### src/rtl/mult_div_pkg.sv
// Shared widths and state encoding for the
// multiplier/divider benchmark family.
package mult_div_pkg;

  localparam int DW = 8;
  localparam int VW = 4;

  typedef enum logic [1:0] {
    ST_IDLE = 2'd0,
    ST_BUSY = 2'd1,
    ST_DONE = 2'd2
  } state_t;

endpackage

### src/rtl/div_restoring_step.sv
// One restoring-division step: shift in a dividend
// bit, trial-subtract the divisor, keep or restore.
module div_restoring_step #(
  parameter int VW = mult_div_pkg::VW
) (
  input  logic [VW-1:0] rem,
  input  logic          dbit,
  input  logic [VW-1:0] divisor,
  output logic [VW-1:0] rem_next,
  output logic          qbit
);

  logic [VW:0]   sh;
  logic [VW-1:0] diff;

  assign sh   = {rem, dbit};
  assign qbit = (sh >= {1'b0, divisor});
  // Result is < divisor whenever qbit is set,
  // so the dropped carry is always zero.
  assign diff     = sh[VW-1:0] - divisor;
  assign rem_next = qbit ? diff : sh[VW-1:0];

endmodule

### src/rtl/div_8x4_restoring_seq.sv
// Sequential restoring divider, one quotient bit
// per clock, valid/ready on both sides.
module div_8x4_restoring_seq #(
  parameter int DW = mult_div_pkg::DW,
  parameter int VW = mult_div_pkg::VW
) (
  input  logic          clk,
  input  logic          rst,
  input  logic          in_valid,
  output logic          in_ready,
  input  logic [DW-1:0] dividend,
  input  logic [VW-1:0] divisor,
  output logic          out_valid,
  input  logic          out_ready,
  output logic [DW-1:0] quotient,
  output logic [VW-1:0] remainder,
  output logic          div0
);

  import mult_div_pkg::*;

  localparam int CW = $clog2(DW);

  state_t        state;
  state_t        state_n;
  logic [DW-1:0] dvd;
  logic [VW-1:0] dsr;
  logic [VW-1:0] rem;
  logic [CW-1:0] cnt;
  logic [DW-1:0] q_r;
  logic [VW-1:0] r_r;
  logic          d0_r;
  logic [VW-1:0] rem_next;
  logic          qbit;
  logic          accept;
  logic          zdiv;

  assign in_ready  = (state == ST_IDLE);
  assign out_valid = (state == ST_DONE);
  assign accept    = in_valid & in_ready;
  assign zdiv      = (divisor == '0);
  assign quotient  = q_r;
  assign remainder = r_r;
  assign div0      = d0_r;

  div_restoring_step #(.VW(VW)) u_step (
    .rem      (rem),
    .dbit     (dvd[DW-1]),
    .divisor  (dsr),
    .rem_next (rem_next),
    .qbit     (qbit)
  );

  always_comb begin
    state_n = state;
    unique case (state)
      ST_IDLE: begin
        if (accept)
          state_n = zdiv ? ST_DONE : ST_BUSY;
      end
      ST_BUSY: begin
        if (cnt == '0)
          state_n = ST_DONE;
      end
      ST_DONE: begin
        if (out_ready)
          state_n = ST_IDLE;
      end
      default: state_n = ST_IDLE;
    endcase
  end

  always_ff @(posedge clk) begin
    if (rst)
      state <= ST_IDLE;
    else
      state <= state_n;
  end

  // Quotient bits accumulate in the dividend register.
  always_ff @(posedge clk) begin
    if (rst) begin
      dvd  <= '0;
      dsr  <= '0;
      rem  <= '0;
      cnt  <= '0;
      q_r  <= '0;
      r_r  <= '0;
      d0_r <= 1'b0;
    end else if (accept) begin
      dvd  <= dividend;
      dsr  <= divisor;
      rem  <= '0;
      cnt  <= CW'(DW - 1);
      d0_r <= zdiv;
      if (zdiv) begin
        q_r <= '1;
        r_r <= dividend[VW-1:0];
      end
    end else if (state == ST_BUSY) begin
      dvd <= {dvd[DW-2:0], qbit};
      rem <= rem_next;
      cnt <= cnt - 1'b1;
      if (cnt == '0) begin
        q_r <= {dvd[DW-2:0], qbit};
        r_r <= rem_next;
      end
    end
  end

endmodule

### config.mk
export PLATFORM = sky130hd
export DESIGN_NAME = div_8x4_restoring_seq
export DESIGN_NICKNAME = d
export VERILOG_FILES = /design/src/rtl/mult_div_pkg.sv /design/src/rtl/div_restoring_step.sv /design/src/rtl/div_8x4_restoring_seq.sv
export SDC_FILE = /design/constraint.sdc
export NUM_CORES = 1
export LEC_CHECK = 0
export CAP_MARGIN = 40
export CORE_AREA = 4 4 48 82
export CTS_CLUSTER_DIAMETER = 120
export DETAILED_ROUTE_END_ITERATION = 16
export DIE_AREA = 0 0 52 86
export PLACE_DENSITY = 0.76
export SYNTH_ARGS = -nofsm -noshare
export SYNTH_HDL_FRONTEND = slang
export SYNTH_SLANG_ARGS = --single-unit
### constraint.sdc
create_clock -name clk -period 2.1 [get_ports clk]
set_input_delay 0.315 -clock clk [delete_from_list [all_inputs] [get_ports clk]]
set_output_delay 0.315 -clock clk [all_outputs]
set_load 0.01 [all_outputs]
Word-level counts from Yosys, hierarchy flattened. Index checks and enable logic that the tools add are counted.

Bits in registers: 34. Word-level logic and storage cells: 44. Input port bits: 16. Output and inout bits: 15.

Add/subtract/negate cells: 2. Bitwise logic cells: 1. Eq/ne operators: 6. $lt $le $gt $ge: 1. Muxes and demuxes: 18. Reductions and logical operators: 8.

Operators with widths (number): 2-to-1 mux 8 bit (6); 2-to-1 mux 4 bit (5); 2-to-1 mux 2 bit (4); inequality test 2 x 1 -> 1 bit (second input constant) (4); 2-to-1 mux 3 bit (2); case mux 2 bit (3 select lines) (1); AND reduction 3 bit (2); >= comparator 5 x 4 -> 1 bit (1); logical NOT 4 bit (1); nonzero test 2 bit (2); subtractor 4 bit (1); logical NOT 3 bit (1); subtractor 3 x 1 -> 3 bit (second input constant) (1); == test 2 x 1 -> 1 bit (second input constant) (1); == test 2 bit (second input constant) (1); logical NOT 2 bit (1); OR reduction 2 bit (1); bitwise AND 1 bit (1).

Logic depth before layout (Yosys ltp). Gate-level depths: netlist (run 1).

Depth in word-level cells: 5. Mapped depth: 8. Mapped depth without buffers: 7.

By module. From an unflattened synthesis (run 1), not the netlist that was laid out.

Cells, all modules: 188. Area, all modules: 1725.4 µm².

By module, submodules not included: div_8x4_restoring_seq (sequential area each 680.7 µm², cells an instance 160, times used 1, area an instance 1501.4 µm²); div_restoring_step (sequential area each 0.0 µm², cells an instance 28, times used 1, area an instance 224.0 µm²).

Least setup slack after synthesis (run 1). OpenSTA, ideal clock, no wires.

Path kind: reg-to-reg. Start: register dsr[1]. End: register r_r[0] (netlist: remainder[0]). Buffers on the path: 1. Library setup time: 0.091 ns. Stages on the path, launching flop included: 8. Arrival time: 1.604 ns. Required time: 2.009 ns. Setup slack: 0.405 ns. Clock period less this slack: 1.695 ns. Cell sequence: dfxtp_1 -> inv_1 -> ha_1 -> o21ai_1 -> a22o_1 -> buf_2 -> or3_1 -> a311oi_1.

Cells in the longest elaborated chain, start to end: 5.

Ends and longest elaborated chain: start, declared (line div_8x4_restoring_seq.sv:27) `logic [VW-1:0] dsr;`; start signal, assigned (line div_8x4_restoring_seq.sv:92) `dsr <= divisor;`; >= comparator 5 x 4 -> 1 bit (line div_restoring_step.sv:17) `assign qbit = (sh >= {1'b0, divisor});`; 2-to-1 mux 4 bit (line div_restoring_step.sv:21) `assign rem_next = qbit ? diff : sh[VW-1:0];`; 2-to-1 mux 4 bit (line div_8x4_restoring_seq.sv:104) `if (cnt == '0) begin`; 2-to-1 mux 4 bit (line div_8x4_restoring_seq.sv:100) `end else if (state == ST_BUSY) begin`; 2-to-1 mux 4 bit (line div_8x4_restoring_seq.sv:90) `end else if (accept) begin`; end signal, assigned (line div_8x4_restoring_seq.sv:98) `r_r <= dividend[VW-1:0];`; end signal, assigned (line div_8x4_restoring_seq.sv:106) `r_r <= rem_next;`; end, declared (line div_8x4_restoring_seq.sv:31) `logic [VW-1:0] r_r;`.

Every way passes these cells. The select of a mux whose other input is x is not followed. A chain may end at the register's enable or synchronous reset.

Worst setup path in the final report (run 1).
Start: register dsr[2]. End: register rem[2].

Cells in the longest elaborated chain, start to end: 2. Elaborated cells between the ends (all ways): 3. Classes of those cells: add/sub: 1; order compare: 1; mux: 1.

Ends and longest elaborated chain: subtractor 4 bit or >= comparator 5 x 4 -> 1 bit (tied branches) (line div_restoring_step.sv:20, div_restoring_step.sv:17); 2-to-1 mux 4 bit (*) (line div_restoring_step.sv:21); end signal, assigned (line div_8x4_restoring_seq.sv:102) `rem <= rem_next;`; end, declared (line div_8x4_restoring_seq.sv:28) `logic [VW-1:0] rem;`.

Mark *: on every way between the ends. The rest lies on a longest branch, timed or not.

==> metrics.md, run 1 <==
| Metric | Value |
|---|---|
| CTS Buffer Depth | `2` |
| Final worst-path cycle share | `89.2%` |
| Crit path max-delay family | `compound AO/OA/AOI/OAI gates` |
| DR iter-0 viols | `26` |
| FP Rows | `28` |
| Clock sink total | `34` |
| Reg2reg end | `rem[2]$_SDFFE_PP0P_` |
| Post-CTS setup repair buffer count | `0` |
| CTS H-tree lvls | `2` |
| Lkg Pwr | `about 0.82 nW` |
| Non-Filler Instances | `approximately 270` |
| Antenna cell count | `0` |
| CTS tree | `done` |
| Starting Density | `approximately half` |
| Worst-margin pin slew | `397 ps` |
| Slowest CP cell | `a22o_1` |
| Clock Skew | `around 7 ps` |
| Detailed Routing Iterations Pass 1 | `4` |
| Critical path depth | `6` |
| FF-to-FF path depth | `6` |
| Share of cells above drive strength 1 | `roughly a tenth` |
| Post-DP Area | `between 2000 and 2500 sq um` |
| Final Hold Viols | `0` |
| Yosys top cell area share | `between 40% and 50%` |
| Num CTS Buffers | `5` |
| Max FO, Critical Path | `10` |
| Synth async-reset ratio | `0%` |
| Worst Setup Path Type | `flip-flop to flip-flop` |
| Vias in the first global route | `1443` |
| Placed wire-length estimate | `2970 um` |
| Min Hold Slack | `452 ps` |
| Clock transition at the registers of the reported paths | `around 60 ps` |
| Worst r2r src | `dsr[2]$_SDFFE_PP0P_` |
| Sequential share of the synthesized area | `around two fifths` |
| Largest net degree at the start of global routing | `21` |
| Per-cell routed wire length | `roughly 14 um` |
| # fillers | `just under 300` |
| Worst setup path startpoint | `dsr[2]$_SDFFE_PP0P_` |
| Chip Width | `approximately 52 um` |
| Cells after Synth | `192` |
| Avg Cell Area, Syn | `about 8.5 sq um` |
| Pwr dens | `between 800 and 900 nW/um^2` |
| Crit end category | `flip-flop` |
| I/O pin total | `31` |
| Min Tclk post-route | `1870 ps` |
| Nets | `roughly 250` |
| Synthesis Warnings | `0` |
| Post_cts resized | `0` |
| Clk Latency, worst-skew pair | `290 ps` |
| Via density | `5.39` |
| Cts hold-fix bufs | `0` |
| Buf+Inv Stages, Crit Path | `1` |
| Final setup vio count | `0` |
| Die Y | `roughly 86 um` |
| Vias after detailed routing | `~1500` |
| VDD IR max | `about 680 uV` |
| Crit-path max cell delay | `~430 ps` |
| Reg2reg setup slack | `between 200 and 250 ps` |
| Max-cap viol count | `0` |
| First-pass GRT wire length | `6410 um` |
| Worst endpoint required time | `between 2000 and 2500 ps` |
| Routed Antenna Nets | `0` |
| Port bufs | `30` |
| CP Cell Sequence | `inv_1 > ha_1 > nor4_1 > a22o_1 > mux2i_1 > o32ai_1` |
| Syn_nets | `215` |
| Slew Limit Headroom | `roughly three quarters` |
| Register bit total from synthesis | `34` |
| Area grow syn2layout | `29.4%` |
| GRT Residual Overflow | `0` |
| Initial antenna violation count | `0` |
| Global Route Usage Sum | `between 10% and 20%` |
| DP Cell Count | `around 260` |
| Outcome | `completed` |
| Final WL | `approximately 3800 um` |
| DRC | `0` |
| Total die area | `approximately 4500 sq um` |
| Worst Setup EP | `rem[2]$_SDFFE_PP0P_` |
| Root buffer cell | `clkbuf_8` |
| Total Negative Setup Slacks | `0 ps` |
| RD Place Congestion | `between 0.8 and 0.9` |
| Cell Area, Synth | `roughly 1600 sq um` |
| F_max | `approximately 530 MHz` |
| Synth cell types | `42` |
| RSZ-0062 raised after global routing | `no` |
| Synth area leader | `dfxtp_1` |
| Core region area | `about 3300 sq um` |
| Final Core Density | `between 60% and 70%` |
| CP startpoint kind | `flip-flop` |
| Design area | `between 2000 and 2500 sq um` |
| Ranking of synthesized cells by area | `dfxtp_1, a21oi_1, nor2_1, nand2_1, ha_1` |
| Synth Flop Type | `dfxtp_1` |
| WP data arrival | `approximately 2000 ps` |
| Max-slew violations | `0` |
| EDFF count, synth | `0` |
| Worst hold path class | `flip-flop to flip-flop` |
==> worst register-to-register path: cells and delay by family, from the launching register on <==
kind                       cells  cell delay (ps)
AOI/OAI and AO/OA              2              560
buffers and inverters          1               40
and+or+nand+nor                1              280
DFF                            1              320
muxes                          1              330
adders and majority gates      1              210
==> cell type report <==
class / count / area, sq um / area share (%)
Clock buffer: 7 / 86.3 / 4.10
Clock inverter: 1 / 5.00 / 0.238
Inverter: 8 / 30.0 / 1.43
Multi-Input combinational cell: 137 / 848 / 40.3
Sequential cell: 34 / 681 / 32.3
Tap cell: 45 / 56.3 / 2.67
Timing Repair Buffer: 40 / 400 / 19.0
==> layer usage <==
layer	vias to the layer above	global-route usage, %	wire length [um]
met5	-	0	0
met4	0	11.0	107
met3	9	2.78	134
met2	30	34.7	2080
met1	691	20.2	1520
li1	736	-	-
==> synthesized netlist by cell type (3+ instances only) <==
cell / instances
nor2b_1: 3
nor4_1: 4
a311oi_1: 3
a22oi_1: 3
clkbuf_1: 5
dfxtp_1: 34
nor2_1: 28
ha_1: 6
nor3_1: 6
o21ai_1: 3
inv_1: 7
nand2_1: 22
mux2i_1: 6
a21oi_1: 21
buf_2: 4
o21ai_0: 3
==> power breakdown <==
group	total, mW	internal [mW]	switching (mW)
logic	0.468	0.229	0.239
clock network	0.498	0.264	0.234
registers	0.754	0.708	0.0458
==> worst min path at each step <==
stage	startpoint	end	slack [ps]	cells after the start
floorplan	dsr[1]$_SDFFE_PP0P_	dsr[1]$_SDFFE_PP0P_	440	2
global placement	div0$_SDFFE_PP0P_	div0$_SDFFE_PP0P_	450	2
detailed placement	dsr[1]$_SDFFE_PP0P_	dsr[1]$_SDFFE_PP0P_	450	2
CTS	dsr[1]$_SDFFE_PP0P_	dsr[1]$_SDFFE_PP0P_	460	2
global route	div0$_SDFFE_PP0P_	div0$_SDFFE_PP0P_	480	2
finish	div0$_SDFFE_PP0P_	div0$_SDFFE_PP0P_	450	2
==> registers in the layout (all words and copies together), names as in the netlist <==
register	flops
div0	1
remainder	4
cnt	3
quotient	8
dsr	4
rem	4
dvd	8
state	2
==> through the flow <==
| stage | setup slack (ps) | power, mW |
|---|---|---|
| 2_1_floorplan | 405 | 1.07 |
| 3_3_place_gp | 225 | 1.23 |
| 3_5_place_dp | 165 | 1.24 |
| 4_1_cts | 220 | 1.73 |
| 5_1_grt | 6.65 | 1.81 |
| 6_report | 226 | 1.72 |
==> kinds of logic (layout without fill, tap and decap cells) <==
logic type / Yosys count / in the layout / synth area share, %
buffers and inverters: 21 / 56 / 6.07
AND/OR/NAND/NOR: 72 / 72 / 21.1
adder cells (fa/ha/maj): 7 / 7 / 5.84
multiplexers: 7 / 7 / 4.38
AO/OA/AOI/OAI: 47 / 47 / 18.7
flip-flops: 34 / 34 / 41.8
XOR/XNOR: 4 / 4 / 2.15
==> cells in the final DEF, fill, tap and decap left out, types with 2 or more instances in the layout <==
master / netlist / routed
a22o_1: 2 / 2
dfxtp_1: 34 / 34
inv_1: 7 / 7
mux2i_1: 6 / 6
a22oi_1: 3 / 3
nand3_1: 2 / 2
o32ai_1: 2 / 2
xnor2_1: 2 / 2
nor3_1: 6 / 6
nand2_1: 22 / 22
clkbuf_8: 0 / 6
ha_1: 6 / 6
nand2b_1: 2 / 2
nor2_1: 28 / 28
nor2b_1: 3 / 3
a21oi_2: 2 / 2
a21oi_1: 21 / 21
buf_4: 2 / 8
nor4_1: 4 / 4
clkdlybuf4s50_1: 0 / 30
xor2_1: 2 / 2
a311oi_1: 3 / 3
o21ai_0: 3 / 3
o21ai_1: 3 / 3
buf_12: 0 / 2
Power figures use the tool's default switching activity.
==> inputs of run 2 (changes only) <==
Settings changed: CORE_AREA 4 4 48 82 to 4 4 66 114, DIE_AREA 0 0 52 86 to 0 0 70 118, PLACE_DENSITY 0.76 to unset.
==> run 2 against run 1 <==
Against the previous run: clock skew about the same; sequential share of layout area down 1.2 points; flip-flop and latch count unchanged; global-route usage down 9.2 points; hold slack worse by 1.6 ps.
==> metrics.md, run 2 (same netlist as run 1, synthesis figures left out) <==
| Metric | Value |
|---|---|
| RD Place Congestion | `between 0.8 and 0.9` |
| Clk Latency, worst-skew pair | `roughly 280 ps` |
| Via density | `about 4.7` |
| Clock Skew | `between 7 and 8 ps` |
| Antenna cell count | `0` |
| Min Tclk post-route | `~2000 ps` |
| Outcome | `completed` |
| First-pass GRT wire length | `approximately 6700 um` |
| Worst Setup Path Type | `flip-flop to flip-flop` |
| Reg2reg setup slack | `140 ps` |
| Total die area | `8260 sq um` |
| Vias in the first global route | `between 1000 and 1500` |
| Hold Path Sink | `dsr[2]$_SDFFE_PP0P_` |
| Non-Filler Instances | `309` |
| Post-CTS setup repair buffer count | `0` |
| Core region area | `6540 sq um` |
| Num CTS Buffers | `5` |
| Max FO, Critical Path | `10` |
| Worst setup margin | `around 140 ps` |
| DR iter-0 viols | `18` |
| DRC | `0` |
| Starting Density | `~25%` |
| DP Worst Slack | `roughly 110 ps` |
| Post_cts resized | `0` |
| CTS H-tree lvls | `2` |
| Final WL | `between 4000 and 5000 um` |
| Crit end category | `flip-flop` |
| Per-cell routed wire length | `between 10 and 15 um` |
| Slew Limit Headroom | `between 50% and 60%` |
| FP Rows | `39` |
| CP startpoint kind | `flip-flop` |
| Min-Delay Path Depth | `2` |
| Area grow syn2layout | `34.4%` |
| Buf+Inv Stages, Crit Path | `1` |
| Reg2reg end | `rem[2]$_SDFFE_PP0P_` |
| FF-to-FF path depth | `6` |
| Max-cap viol count | `0` |
| Clock sink total | `34` |
| Register Area | `681 sq um` |
| Clock transition at the registers of the reported paths | `roughly 50 ps` |
| Root buffer cell | `clkbuf_16` |
| Worst r2r src | `dsr[2]$_SDFFE_PP0P_` |
| Crit path max-delay family | `compound AO/OA/AOI/OAI gates` |
| GRT Residual Overflow | `0` |
| Pwr dens | `between 800 and 900 nW/um^2` |
| RSZ-0062 raised after global routing | `no` |
| Largest net degree at the start of global routing | `17` |
| Nets | `around 250` |
| CTS Buffer Depth | `2` |
| Cts hold-fix bufs | `0` |
| Global Route Usage Sum | `between 10% and 20%` |
| Total Negative Setup Slacks | `0 ps` |
| Placed wire-length estimate | `~3200 um` |
| Die Y | `between 100 and 150 um` |
| Share of cells above drive strength 1 | `roughly 11%` |
| Max-slew violations | `0` |
| # fillers | `717` |
| CTS tree | `done` |
| CP Cell Sequence | `inv_1 > ha_1 > nor4_1 > a22o_1 > mux2i_1 > o32ai_1` |
| Worst hold path class | `flip-flop to flip-flop` |
| Lkg Pwr | `~0.83 nW` |
| F_max | `511 MHz` |
| Final worst-path cycle share | `between 90% and 100%` |
| I/O pin total | `31` |
| Vias after detailed routing | `1445` |
| WP data arrival | `2090 ps` |
| Slowest CP cell | `a22o_1` |
| VDD IR max | `about 400 uV` |
| Initial antenna violation count | `0` |
| Hold Crit Start | `dsr[2]$_SDFFE_PP0P_` |
| Multi-input gate area | `848 sq um` |
| Worst endpoint required time | `around 2200 ps` |
| Chip Width | `roughly 70 um` |
| Worst-margin pin slew | `between 600 and 700 ps` |
| DP Cell Count | `between 300 and 400` |
| Crit-path max cell delay | `460 ps` |
| Port bufs | `30` |
| Final setup vio count | `0` |
| Routed Antenna Nets | `0` |
| Leading cell types in the layout, fill and taps excluded | `dfxtp_1, clkdlybuf4s50_1, nor2_1` |
| Detailed Routing Iterations Pass 1 | `4` |
| Final Hold Viols | `0` |
| Leading cell type in the layout, fill and taps excluded | `dfxtp_1` |
run 2: power breakdown:
group	switching, mW	internal (mW)
clock	0.267	0.469
combinational	0.243	0.220
sequential	0.0460	0.709
total	0.556	1.40
run 2: tightest hold or removal path: cells and delay by family, from the launching register on:
kind / cells / cell delay (ps)
flip-flops: 1 / 300
AND/OR/NAND/NOR: 1 / 50
AO/OA/AOI/OAI: 1 / 50
run 2: metrics by stage:
step	total power, mW	utilization, %	hold slack (ps)	area [sq um]
after floorplan	1.07	-	436	1630
after global placement	1.23	31.2	448	2040
after detailed placement	1.23	31.2	447	2040
after CTS	1.98	33.5	454	2190
after global routing	2.06	33.5	474	2190
final	1.95	33.5	450	2190
run 2: layout make-up:
cell class | count | area share [%]
repair buffers | 40 | 17.2
clock inverters | 2 | 0.572
flip-flops and latches | 34 | 31.1
clock buffers | 6 | 6.35
multi-input cells | 137 | 38.8
well taps | 82 | 4.69
inverters | 8 | 1.37
run 2: how the worst max path moves through the flow:
stage / startpoint / end / slack, ps / cells after the start
floorplan: dsr[1]$_SDFFE_PP0P_ / remainder[0]$_SDFFE_PP0P_ / 400 / 7
global placement: in_valid / remainder[2]$_SDFFE_PP0P_ / 170 / 6
detailed placement: divisor[3] / remainder[1]$_SDFFE_PP0P_ / 110 / 5
CTS: dsr[2]$_SDFFE_PP0P_ / rem[2]$_SDFFE_PP0P_ / 110 / 6
global route: dsr[2]$_SDFFE_PP0P_ / rem[2]$_SDFFE_PP0P_ / 10 / 6
finish: dsr[2]$_SDFFE_PP0P_ / rem[2]$_SDFFE_PP0P_ / 140 / 6
run 2: routing by layer:
layer,vias to the layer above,routed length (um),global-route usage [%]
li1,731,-,-
met3,7,114,1.37
met1,679,1680,11.3
met4,0,92,5.04
met2,28,2190,18.0
met5,-,0,0
